===== src/rtl/fifo_pkg.sv =====
// Shared constants and types for the 128-bit FIFO and its write-side packer.
package fifo_pkg;

   localparam int FIFO_DW   = 128;
   localparam int FIFO_IN_W = 32;

   typedef logic [FIFO_DW-1:0] fifo_word_t;

endpackage


===== src/rtl/fifo_wr_packer.sv =====
// Packs narrow valid/ready beats little-endian into full FIFO words and writes them.
// Optional early word close (s_last) is compiled in with FIFO_PACKER_FLUSH_EN.
module fifo_wr_packer
   import fifo_pkg::*;
#(
   parameter int IN_W  = FIFO_IN_W,
   parameter int OUT_W = FIFO_DW,
   parameter int CNT_W = 32
) (
   input  logic             clk,
   input  logic             rst,
   input  logic             s_valid,
   output logic             s_ready,
   input  logic [IN_W-1:0]  s_data,
`ifdef FIFO_PACKER_FLUSH_EN
   input  logic             s_last,
`endif
   input  logic             o_full,
   input  logic             o_alm_full,
   output logic             i_wren,
   output logic [OUT_W-1:0] i_wrdata,
   output logic [CNT_W-1:0] wr_count,
   output logic             busy
);

   localparam int LANES  = OUT_W / IN_W;
   localparam int LANE_W = (LANES > 1) ? $clog2(LANES) : 1;
   localparam logic [LANE_W-1:0] LAST_LANE = LANE_W'(LANES - 1);

   if (((OUT_W % IN_W) != 0) || (LANES < 2)) begin : g_bad_widths
      $error("fifo_wr_packer: OUT_W must be a multiple of IN_W with OUT_W/IN_W >= 2");
   end

   logic [LANE_W-1:0] lane_q,   lane_d;
   logic [OUT_W-1:0]  stage_q,  stage_d;
   logic [OUT_W-1:0]  hold_q,   hold_d;
   logic              pend_q,   pend_d;
   logic              wren_q,   wren_d;
   logic [OUT_W-1:0]  wrdata_q, wrdata_d;
   logic [CNT_W-1:0]  count_q,  count_d;

   logic              at_last;
   logic              last_beat;
   logic              issue;
   logic              accept;
   logic              close;
   logic [OUT_W-1:0]  merged;

`ifdef FIFO_PACKER_FLUSH_EN
   assign last_beat = s_last;
`else
   assign last_beat = 1'b0;
`endif

   // Handshake: a beat transfers on a rising edge where s_valid and s_ready are
   // both high; s_ready only drops when the beat would close a word while the
   // previous word is still held and cannot be issued this cycle.
   always_comb begin
      at_last = (lane_q == LAST_LANE);
      // The flags lag our own write by a cycle, so a write in flight plus
      // almost-full is treated as full.
      issue   = pend_q & ~o_full & ~(wren_q & o_alm_full);
      s_ready = ~rst & ~(pend_q & (at_last | last_beat) & ~issue);
      accept  = s_valid & s_ready;
      close   = accept & (at_last | last_beat);

      merged = stage_q;
      for (int i = 0; i < LANES; i++) begin
         if (lane_q == LANE_W'(i)) begin
            merged[i*IN_W +: IN_W] = s_data;
         end
      end
   end

   always_comb begin
      lane_d   = lane_q;
      stage_d  = stage_q;
      hold_d   = hold_q;
      pend_d   = pend_q;
      wren_d   = issue;
      wrdata_d = wrdata_q;
      count_d  = count_q;

      if (issue) begin
         wrdata_d = hold_q;
         count_d  = count_q + CNT_W'(1);
         pend_d   = 1'b0;
      end

      if (accept) begin
         if (close) begin
            // Staging restarts from zero so a short word has zero upper lanes.
            hold_d  = merged;
            stage_d = '0;
            lane_d  = '0;
            pend_d  = 1'b1;
         end else begin
            stage_d = merged;
            lane_d  = lane_q + LANE_W'(1);
         end
      end
   end

   always_ff @(posedge clk or posedge rst) begin
      if (rst) begin
         lane_q   <= '0;
         stage_q  <= '0;
         hold_q   <= '0;
         pend_q   <= 1'b0;
         wren_q   <= 1'b0;
         wrdata_q <= '0;
         count_q  <= '0;
      end else begin
         lane_q   <= lane_d;
         stage_q  <= stage_d;
         hold_q   <= hold_d;
         pend_q   <= pend_d;
         wren_q   <= wren_d;
         wrdata_q <= wrdata_d;
         count_q  <= count_d;
      end
   end

   assign i_wren   = wren_q;
   assign i_wrdata = wrdata_q;
   assign wr_count = count_q;
   assign busy     = (lane_q != '0) | pend_q | wren_q;

endmodule


===== config.mk =====
export PLATFORM = sky130hd
export DESIGN_NAME = fifo_wr_packer
export DESIGN_NICKNAME = d
export VERILOG_FILES = /design/src/rtl/fifo_pkg.sv /design/src/rtl/fifo_wr_packer.sv
export SDC_FILE = /design/constraint.sdc
export NUM_CORES = 1
export LEC_CHECK = 0
export ABC_AREA = 0
export ABC_CLOCK_PERIOD_IN_PS = 12830
export BUFFER_PORTS_ARGS = -buffer_cell sky130_fd_sc_hd__buf_2
export CAP_MARGIN = 10
export CORE_MARGIN = 1.5
export CORE_UTILIZATION = 52
export CTS_CLUSTER_SIZE = 30
export DETAILED_ROUTE_END_ITERATION = 8
export HOLD_SLACK_MARGIN = 0.15
export MAX_ROUTING_LAYER = met4
export PLACE_DENSITY = 0.79
export SLEW_MARGIN = 40
export SYNTH_ARGS = -nofsm -noshare
export SYNTH_HDL_FRONTEND = slang
export SYNTH_SLANG_ARGS = --single-unit

===== constraint.sdc =====
create_clock -name clk -period 12.83 [get_ports clk]
set_clock_uncertainty 0.05 [all_clocks]
set_input_delay 1.283 -clock clk [delete_from_list [all_inputs] [get_ports clk]]
set_output_delay 1.283 -clock clk [all_outputs]
set_load 0.005 [all_outputs]

Word-level counts from Yosys, hierarchy flattened
Index checks and enable logic that the tools add are counted.
{"block": "totals", "ff_bits": 420, "input_bits": 37, "output_inout_bits": 163}
{"block": "classes", "addsub": 2, "n_eq_ne": 3, "n_mux": 9, "bitwise": 15, "reduce_logical": 3}
{"cell": "128-bit two-way mux", "count": 1}
{"cell": "32-bit two-way mux", "count": 4}
{"cell": "32-bit by 1-bit adder with 32-bit output (second input constant)", "count": 1}
{"cell": "1-bit AND", "count": 8}
{"cell": "1-bit NOT", "count": 5}
{"cell": "2-bit equality test (second input constant)", "count": 2}
{"cell": "1-bit two-way mux", "count": 3}
{"cell": "2-bit by 1-bit adder with 2-bit output (second input constant)", "count": 1}
{"cell": "2-bit by 1-bit equality test with 1-bit output (second input constant)", "count": 1}
{"cell": "2-bit logical NOT", "count": 1}
{"cell": "2-bit two-way mux", "count": 1}
{"cell": "1-bit bitwise OR", "count": 2}
{"cell": "2-bit AND reduction", "count": 1}
{"cell": "2-bit nonzero test", "count": 1}

Longest topological paths before layout
Gate-level depths: netlist of run 1.
{"block": "logic_depth", "depth_word": 11, "depth_mapped": 9, "mapped_depth_nobuf": 6}

Worst setup path before layout of run 1
Ideal clock, no wire load.
{"block": "synth_timing", "kind": "input to output", "start": "input o_full", "end": "output s_ready", "t_arrival_ns": 1.714, "slack_ns": 9.783, "cell_stages": 2, "path_buffers": 0, "cell_sequence": "a21o_1 -> a31oi_4"}
{"block": "synth_between", "elab_chain_cells": 7}
{"element": "start: declaration", "line_no": "fifo_wr_packer.sv:18", "text": "input logic o_full,"}
{"element": "1-bit NOT", "line_no": "fifo_wr_packer.sv:62", "text": "issue = pend_q & ~o_full & ~(wren_q & o_alm_full);"}
{"element": "1-bit AND (2 in a row)", "line_no": "fifo_wr_packer.sv:62"}
{"element": "1-bit NOT", "line_no": "fifo_wr_packer.sv:63", "text": "s_ready = ~rst & ~(pend_q & (at_last | last_beat) & ~issue);"}
{"element": "1-bit AND", "line_no": "fifo_wr_packer.sv:63"}
{"element": "1-bit NOT", "line_no": "fifo_wr_packer.sv:63"}
{"element": "1-bit AND", "line_no": "fifo_wr_packer.sv:63"}
{"element": "end: declaration", "line_no": "fifo_wr_packer.sv:13", "text": "output logic s_ready,"}
Every way passes these cells.

Final worst setup path of run 1
Same ends and word-level chain as after synthesis.

==> impl_metrics.py, run 1 <==
metrics = {
    "timing": {
        "setup_violations": 0,
        "tns_ns": 0,
        "finalCritPeriodShare_pct": 27.2,
        "fmax_ghz": 0.287,
        "slew_viol_final": 0,
        "maxSlewHeadroom_pct": 48.8,
        "rsz0062_at_grt": "false",
        "worst_pin_slew_ns": 0.768,
        "min_period_ns": 3.49,
        "hold_viol_final": 0,
    },
    "critical_path": {
        "worstSetupStartpointType": "primary input",
        "timing.critical_path.buf_inv": 2,
        "cpPeakStageDelay_ns": 0.33,
        "critPathRequiredTime_ns": 11.50,
        "path_cells": "buf_2 > a21o_1 > a31oi_4 > buf_2",
        "crit_slowest_cell": "a31oi_4",
        "crit_start": "o_full",
        "crit_path_end_kind": "output port",
        "crit_top_cell": "buf_2",
        "path_delay_family": "compound AO/OA/AOI/OAI gates",
        "crit_arrival_ns": 2.16,
        "worstReg2RegStart": "lane_q[1]",
        "worst-setup-path-type": "in -> out",
        "path_max_fanout": 6,
    },
    "synth": {
        "avgSynthCellArea_um2": 11.1,
        "ys.flop_type": "dfrtp_1",
        "async_reset_ff_share_pct": 100,
        "syn_area_um2": 15700,
        "yosysWarningCount": 0,
        "synthCells": 1420,
        "seq_area_frac_synth_pct": 61.7,
        "synth_edf_count": 0,
        "synth_nets": 1462,
        "synth_cell_type_count": 36,
        "ys_seq_elements": 388,
    },
    "clocking": {
        "worstSkewPairLatency_ns": 0.53,
        "cts_buffers": 40,
        "clkTransAtPathRegs_ns": 0.06,
        "cts_buffer_depth": 3,
        "htreeDepth": 2,
        "cts_hold_buffers": 0,
        "cts_tree": "built",
        "cts_resized": 0,
        "cts.sinks": 388,
        "cts_root_buffer": "clkbuf_16",
        "post_cts_buffers": 0,
    },
    "placed_design": {
        "routabilityCongestion": 0.870,
        "post-dp-hpwl_um": 22400,
        "port_buffers": 199,
        "dpl_cell_area_um2": 16900,
        "place_inst": 1935,
    },
    "floorplan": {
        "core_um2": 29700,
        "initial_core_util_pct": 52.9,
        "fp-row-count": 63,
        "die_area_um2": 31300,
        "die_h_um": 177,
        "io_pins": 200,
        "dieWidth_um": 177,
    },
    "route": {
        "vias": 10972,
        "drcViolationCount": 0,
        "drt_iter0_markers": 737,
        "postRouteWirelength_um": 36400,
        "via_per_inst": 5.47,
        "detail_route.wl_per_cell_um": 18.2,
        "ant_nets": 0,
        "drt_first_pass_iters": 6,
    },
    "global_route": {
        "overflow": 0,
        "grt.total_usage_pct": 24.4,
        "grt_max_degree": 163,
        "antenna_found_initial": 1,
        "grt_pass1_wl_um": 58900,
        "first_global_vias": 11006,
    },
    "layout": {
        "layoutNonFillerInstCount": 2005,
        "area_growth_pct": 16.3,
        "drive_above_1_share_pct": 20.0,
        "final_area_um2": 18300,
        "final_common_cell": "nand2_1",
        "final_net_count": 1631,
        "layout_common_cells": "500 x nand2_1, 388 x dfrtp_1, 199 x buf_2",
    },
    "hold_path": {
        "hp-start": "hold_q[84]",
        "hold_path_class": "reg -> reg",
    },
    "power_and_ir_drop": {
        "peakVddDrop_v": 0.000116,
        "power.leakage_uw": 0.00960,
        "p_per_area_nw_per_um2": 233,
        "p_total_uw": 4250,
    },
    "run_status": {
        "status": "finished clean",
    },
    "flow_run": {
        "maxCapViolCount": 0,
    },
}
-- kinds of logic (layout without fill, tap and decap cells) --
logic type	after synthesis	count (layout)	share of synthesized area (%)
XOR/XNOR	31	31	1.73
adder cells (fa/ha/maj)	5	5	0.398
flip-flops	388	388	61.7
multiplexers	128	128	9.17
AND/OR/NAND/NOR	574	574	14.8
other	0	1	0
AO/OA/AOI/OAI	200	200	8.85
buffers and inverters	94	288	3.28
-- metal layers --
metal	share of wire, %	up-vias	wire length (um)	GRT usage (%)
met5	0	-	0	-
met4	2.1	0	755	6.67
met3	5.1	53	1870	3.76
met2	48	312	17400	38.8
met1	45	5557	16400	32.8
li1	-	5050	-	-
-- worst min-delay path, delay by kind of cell, from the launching register on --
kind,cells,cell delay [ns]
flops,1,0.34
simple gates,2,0.10
-- cell type report --
class / instances / area, um^2
fillers: 2338 / 11400
multi-input cells: 938 / 5540
clock buffers: 59 / 1190
flip-flops and latches: 388 / 9710
clock inverters: 8 / 101
inverters: 6 / 41.3
repair buffers: 215 / 1210
diodes: 1 / 2.50
well taps: 390 / 488
-- per-stage QoR --
stage               hold WS [ns]  utilization (%)  setup slack (ns)
floorplan                  0.389                -             0.713
global placement           0.397             56.7              8.63
detailed placement         0.400             57.0              8.73
CTS                        0.414             61.4              9.25
global route               0.425             61.6              9.20
finish                     0.415             61.6              9.34
-- synth_stat cells, types with 2 or more instances --
cell type | count | area [um^2]
xor2_1 | 7 | 61.3
buf_2 | 28 | 140
a22o_1 | 96 | 841
mux2i_1 | 96 | 961
ha_1 | 5 | 62.6
nand4_1 | 13 | 81.3
and4_1 | 2 | 17.5
xnor2_1 | 24 | 210
o21ai_1 | 96 | 480
mux2_4 | 32 | 480
o21ai_0 | 2 | 10.0
nor2b_1 | 20 | 125
buf_1 | 10 | 37.5
nor2_1 | 13 | 48.8
nand3_1 | 7 | 35.0
dfrtp_1 | 388 | 9710
buf_4 | 6 | 45.0
inv_1 | 5 | 18.8
and2_1 | 3 | 18.8
nand2_1 | 501 | 1880
clkbuf_1 | 30 | 113
buf_6 | 14 | 158
and3_1 | 7 | 43.8
o21ai_2 | 3 | 26.3
-- sequential cells by signal, summed over array words and instances, names as in the netlist --
signal / flops
hold_q: 128
i_wrdata: 128
i_wren: 1
lane_q: 2
pend_q: 1
stage_q: 96
wr_count: 32
-- report_power, final --
part	total (uW)	leakage, uW	internal [uW]	switching (uW)
Sequential	1980	0.00508	1700	286
Clock	1150	0.000640	683	468
Combinational	1120	0.00388	543	579
-- worst paths after layout --
path	to	slack, ns	cells past startpoint
max	s_ready	9.34	4
min	i_wrdata[84]	0.41	2
max reg2reg	hold_q[106]	9.62	6
min reg2reg	i_wrdata[84]	0.41	2
max in group asynchronous	i_wrdata[114]	10.07	4
min in group asynchronous	i_wrdata[70]	0.87	2
No activity file was read; power rests on OpenSTA's default activity.
==> inputs of run 2 (changes only) <==
--- a/config.mk
+++ b/config.mk
@@ -6,7 +6,7 @@
 export NUM_CORES = 1
 export LEC_CHECK = 0
 export ABC_AREA = 0
-export ABC_CLOCK_PERIOD_IN_PS = 12830
+export ABC_CLOCK_PERIOD_IN_PS = 3000
 export BUFFER_PORTS_ARGS = -buffer_cell sky130_fd_sc_hd__buf_2
 export CAP_MARGIN = 10
 export CORE_MARGIN = 1.5
==> constraint.sdc (replaced) <==
create_clock -name clk -period 3 [get_ports clk]
set_clock_uncertainty 0.05 [all_clocks]
set_input_delay 0.3 -clock clk [delete_from_list [all_inputs] [get_ports clk]]
set_output_delay 0.3 -clock clk [all_outputs]
set_load 0.005 [all_outputs]
==> run 2 against run 1 <==
  * Clock-buffer cell count decreased by 3
  * Final area increased by 1.9%
  * Via count increased by 1.9%
  * Highest routed layer unchanged
==> impl_metrics.py, run 2 (same netlist as run 1, synthesis figures left out) <==
metrics = {
    "run_status": {
        "status": "finished clean",
    },
    "power_and_ir_drop": {
        "p_total_uw": 18000,
        "swShare_pct": 31.7,
        "p_int_uw": 12300,
        "pwr-share-clk_pct": 25.9,
        "p_switching_uw": 5700,
        "peakVddDrop_v": 0.000494,
        "power_frac_comb_pct": 27.1,
        "power.leakage_uw": 0.00976,
        "p_per_area_nw_per_um2": 965,
        "pwr-share-seq_pct": 47.0,
    },
    "clocking": {
        "cts_tree": "built",
        "clkTransAtPathRegs_ns": 0.07,
        "cts.sinks": 388,
        "cts_root_buffer": "clkbuf_16",
        "cts_buffers": 39,
        "worstSkewPairLatency_ns": 0.53,
        "cts_buffer_depth": 3,
        "htreeDepth": 2,
    },
    "route": {
        "postRouteWirelength_um": 36600,
        "drt_first_pass_iters": 5,
        "drcViolationCount": 0,
        "vias": 11185,
        "via_per_inst": 5.46,
        "detail_route.wl_per_cell_um": 17.9,
        "drt_iter0_markers": 817,
        "ant_nets": 0,
    },
    "floorplan": {
        "initial_core_util_pct": 52.9,
        "io_pins": 200,
        "fp-row-count": 63,
        "dieWidth_um": 177,
        "core_um2": 29700,
        "die_h_um": 177,
        "die_area_um2": 31300,
    },
    "layout": {
        "final_common_cell": "nand2_1",
        "layout_common_cells": "500 x nand2_1, 388 x dfrtp_1, 199 x buf_2",
        "area_growth_pct": 18.5,
        "final_area_um2": 18600,
        "final_net_count": 1671,
        "drive_above_1_share_pct": 20.0,
    },
    "timing": {
        "min_period_ns": 2.72,
        "tns_ns": 0,
        "maxSlewHeadroom_pct": 55.5,
        "finalCritPeriodShare_pct": 90.6,
        "hold_viol_final": 0,
        "worst_pin_slew_ns": 0.667,
        "slew_viol_final": 0,
        "setup_violations": 0,
        "rsz0062_at_grt": "false",
        "fmax_ghz": 0.368,
    },
    "global_route": {
        "grt_pass1_wl_um": 59600,
        "gr-usage-met1_pct": 33.1,
        "grt_use_met2_pct": 38.9,
        "met3_usage_pct": 4.12,
        "first_global_vias": 11266,
        "grt_max_degree": 131,
        "antenna_found_initial": 1,
        "overflow": 0,
        "grt.total_usage_pct": 24.6,
        "grt.busiest_layer": "met2",
    },
    "hold_path": {
        "hold_path_class": "in -> reg",
    },
    "critical_path": {
        "worstSetupStartpointType": "flop",
        "crit_path_end_kind": "output port",
        "worst-setup-path-type": "reg -> out",
        "critPathRequiredTime_ns": 2.65,
        "path_max_fanout": 19,
        "crit_arrival_ns": 2.37,
    },
    "placed_design": {
        "post-dp-hpwl_um": 23000,
        "dpl_cell_area_um2": 17100,
        "port_buffers": 199,
        "routabilityCongestion": 0.888,
    },
    "flow_run": {
        "maxCapViolCount": 0,
    },
}
-- run 2: changes by cell type in the layout (fill, tap and decap cells not counted), moves of 3 or more --
cell | before | now
dlygate4sd3_1 | 0 | 33
clkbuf_16 | 42 | 39
clkinv_2 | 5 | 9
buf_12 | 2 | 9
buf_4 | 5 | 12
buf_6 | 6 | 0
-- run 2: worst paths after layout --
check                            from      endpoint  slack [ns]  depth (start not counted)
max in group asynchronous         rst  i_wrdata[52]        1.76                          4
min                            o_full        pend_q        0.24                          4
max reg2reg                 lane_q[1]   stage_q[54]        0.68                          5
min reg2reg                hold_q[74]  i_wrdata[74]        0.41                          2
max                         lane_q[0]          busy        0.28                          5
min in group asynchronous         rst    hold_q[71]        0.30                          3
-- run 2: what timing repair did --
item / 4_1_cts / 5_1_grt
gates resized for setup: 0 / 0
buffers inserted: 0 / 0
hold buffers: 33 / 0
hold endpoints to repair: 540 / 0
-- run 2: metrics by stage --
| stage | setup WS, ns | util, % | std cells | hold slack [ns] |
|---|---|---|---|---|
| 2_1_floorplan | -2.57 | - | 1420 | 0.383 |
| 3_3_place_gp | 0.693 | 57.3 | 1942 | 0.236 |
| 3_5_place_dp | 0.694 | 57.6 | 1945 | 0.245 |
| 4_1_cts | 0.262 | 62.7 | 2046 | 0.218 |
| 5_1_grt | 0.130 | 62.7 | 2047 | 0.281 |
| 6_report | 0.283 | 62.7 | 2047 | 0.245 |
-- run 2: final cells by class --
cell class	count	area (um^2)
Clock buffer	56	1110
Clock inverter	12	92.6
Fill cell	2287	11100
Inverter	6	28.8
Timing Repair Buffer	256	1670
Antenna cell	1	2.50
Tap cell	390	488
Sequential cell	388	9710
Multi-Input combinational cell	938	5540
-- run 2: critical path, cell delays in order, from the launching register on --
cell and delay [ns]:
dfrtp_1 0.41, inv_1 0.13, ha_2 0.61, buf_4 0.45, nand2_1 0.09, buf_2 0.14
-- run 2: layer usage --
| layer | wire (um) | vias up | part of all wire [%] |
|---|---|---|---|
| met5 | 0 | - | 0 |
| li1 | - | 5157 | - |
| met4 | 798 | 0 | 2.2 |
| met3 | 2130 | 65 | 5.8 |
| met2 | 17500 | 331 | 48 |
| met1 | 16100 | 5632 | 44 |
-- run 2: power by group through the flow --
stage	combinational, uW	sequential (uW)	clock, uW
after floorplan	3210	8270	0
after global placement	4650	8410	0
after detailed placement	4880	8470	0
after CTS	4950	8430	4730
after global routing	5470	8670	4930
final	4880	8450	4670
==> inputs of run 3 (changes only) <==
--- a/config.mk
+++ b/config.mk
@@ -16,6 +16,7 @@
 export HOLD_SLACK_MARGIN = 0.15
 export MAX_ROUTING_LAYER = met4
 export PLACE_DENSITY = 0.79
+export RECOVER_POWER = 100
 export SLEW_MARGIN = 40
 export SYNTH_ARGS = -nofsm -noshare
 export SYNTH_HDL_FRONTEND = slang
==> run 3 against run 2 <==
  * The flow now finishes with violations (capacitance limit, slew limit)
  * Critical path depth stayed put
  * Power is 2.3% lower
  * Die area stayed put
  * Worst hold slack worse by 0.040 ns
  * Sequential power hardly changed
  * Wire length is 0.75% higher
  * Largest cell class unchanged
  * Highest routed layer unchanged
==> impl_metrics.py, run 3 (same netlist as run 1, synthesis figures left out) <==
metrics = {
    "critical_path": {
        "critPathRequiredTime_ns": 2.65,
        "worst-setup-path-type": "reg -> out",
        "crit_slowest_cell": "ha_2",
        "path_cells": "inv_1 > ha_2 > clkbuf_4 > nand2_1 > buf_2",
        "cpPeakStageDelay_ns": 0.58,
        "worstSetupStartpointType": "flop",
        "path_max_fanout": 19,
        "crit_path_end_kind": "output port",
        "crit_arrival_ns": 2.43,
    },
    "timing": {
        "fmax_ghz": 0.360,
        "min_period_ns": 2.78,
        "hold_viol_final": 0,
        "worst_slack_ns": 0.224,
        "worst_pin_slew_ns": 1.63,
        "setup_violations": 0,
        "rsz0062_at_grt": "false",
        "finalCritPeriodShare_pct": 92.5,
        "slew_viol_final": 207,
        "maxSlewHeadroom_pct": -8.90,
    },
    "global_route": {
        "grt.total_usage_pct": 24.6,
        "overflow": 0,
        "grt_pass1_wl_um": 59600,
        "grt_max_degree": 131,
        "antenna_found_initial": 1,
        "first_global_vias": 11266,
    },
    "clocking": {
        "cts.sinks": 388,
        "cts_buffer_depth": 3,
        "cts_resized": 0,
        "worstSkewPairLatency_ns": 0.52,
        "clkTransAtPathRegs_ns": 0.07,
        "cts_buffers": 39,
        "cts_tree": "built",
        "cts_root_buffer": "clkbuf_16",
        "htreeDepth": 2,
    },
    "route": {
        "drt_first_pass_iters": 5,
        "vias": 11230,
        "ant_nets": 0,
        "wl_met3_um": 2170,
        "postRouteWirelength_um": 36800,
        "drt_iter0_markers": 829,
        "via_per_inst": 5.49,
        "drcViolationCount": 0,
        "met1_length_um": 16300,
        "routed.top_layer": "met4",
        "detail_route.wl_per_cell_um": 18.0,
        "wl_met2_um": 17600,
    },
    "floorplan": {
        "die_area_um2": 31300,
        "fp-row-count": 63,
        "io_pins": 200,
        "dieWidth_um": 177,
        "core_um2": 29700,
        "die_h_um": 177,
        "initial_core_util_pct": 52.9,
    },
    "run_status": {
        "violations": "capacitance limit, slew limit",
        "status": "finished with violations",
    },
    "layout": {
        "final_net_count": 1671,
        "layout_common_cells": "501 x nand2_1, 388 x dfrtp_1, 114 x clkbuf_1",
        "fin_util_pct": 61.4,
        "layoutNonFillerInstCount": 2047,
        "final_common_cell": "nand2_1",
        "drive_above_1_share_pct": 11.5,
        "num-fill-cells": 2414,
        "area_growth_pct": 16.1,
    },
    "placed_design": {
        "port_buffers": 199,
        "post-dp-hpwl_um": 23000,
        "post-place-ws_ns": 0.694,
        "routabilityCongestion": 0.888,
        "place_inst": 1945,
    },
    "power_and_ir_drop": {
        "p_per_area_nw_per_um2": 963,
        "p_total_uw": 17600,
        "power.leakage_uw": 0.00917,
        "peakVddDrop_v": 0.000458,
    },
    "flow_run": {
        "maxCapViolCount": 2,
    },
    "hold_path": {
        "hold_path_class": "in -> reg",
    },
}
run 3: layer usage:
layer / global-route usage [%] / vias to the layer above
li1: - / 5155
met1: 33.1 / 5650
met2: 38.9 / 361
met3: 4.12 / 64
met4: 6.57 / 0
met5: - / -
run 3: metrics by stage:
| step | hold slack (ns) | cell area (um^2) | TNS (ns) |
|---|---|---|---|
| 6_report | 0.205 | 18300 | 0 |
| 5_1_grt | 0.229 | 18300 | 0 |
| 4_1_cts | 0.218 | 18600 | 0 |
| 3_5_place_dp | 0.245 | 17100 | 0 |
| 3_3_place_gp | 0.236 | 17000 | 0 |
| 2_1_floorplan | 0.383 | 15700 | -996.35 |
run 3: path summary, 6_finish.rpt:
| kind | startpoint | slack [ns] | to | depth (start not counted) |
|---|---|---|---|---|
| max reg2reg | lane_q[0] | 0.31 | hold_q[78] | 6 |
| max | lane_q[0] | 0.22 | busy | 5 |
| min | o_full | 0.20 | pend_q | 4 |
| max in group asynchronous | rst | 0.78 | wr_count[25] | 4 |
| min reg2reg | hold_q[74] | 0.41 | i_wrdata[74] | 2 |
| min in group asynchronous | rst | 0.26 | hold_q[71] | 3 |
run 3: repair_timing:
action | CTS | global route
setup buffers | 0 | 0
hold endpoints to repair | 540 | 0
endpoints found under the setup margin | 0 | 0
hold buffers | 33 | 0
run 3: critical path, delay by kind of cell, from the launching register on:
kind	cells	cell delay [ns]
adder cells (fa/ha/maj)	1	0.58
buffers and inverters	3	0.79
flip-flops	1	0.41
AND/OR/NAND/NOR	1	0.09
run 3: area by class of cell:
| type | instances | area [um^2] | area share (%) |
|---|---|---|---|
| clock inverter | 12 | 92.6 | 0.507 |
| timing repair buffer | 256 | 1450 | 7.96 |
| tap | 390 | 488 | 2.67 |
| clock buffer | 56 | 1110 | 6.08 |
| inverter | 6 | 23.8 | 0.130 |
| sequential | 388 | 9710 | 53.2 |
| multi-input combinational | 938 | 5380 | 29.4 |
| antenna | 1 | 2.50 | 0.0137 |
run 3: report_power, final:
part	leakage (uW)	internal, uW	total [uW]	switching [uW]
sequential	0.00508	7250	8450	1200
combinational	0.00348	2030	4460	2430
clock	0.000601	2660	4670	2010
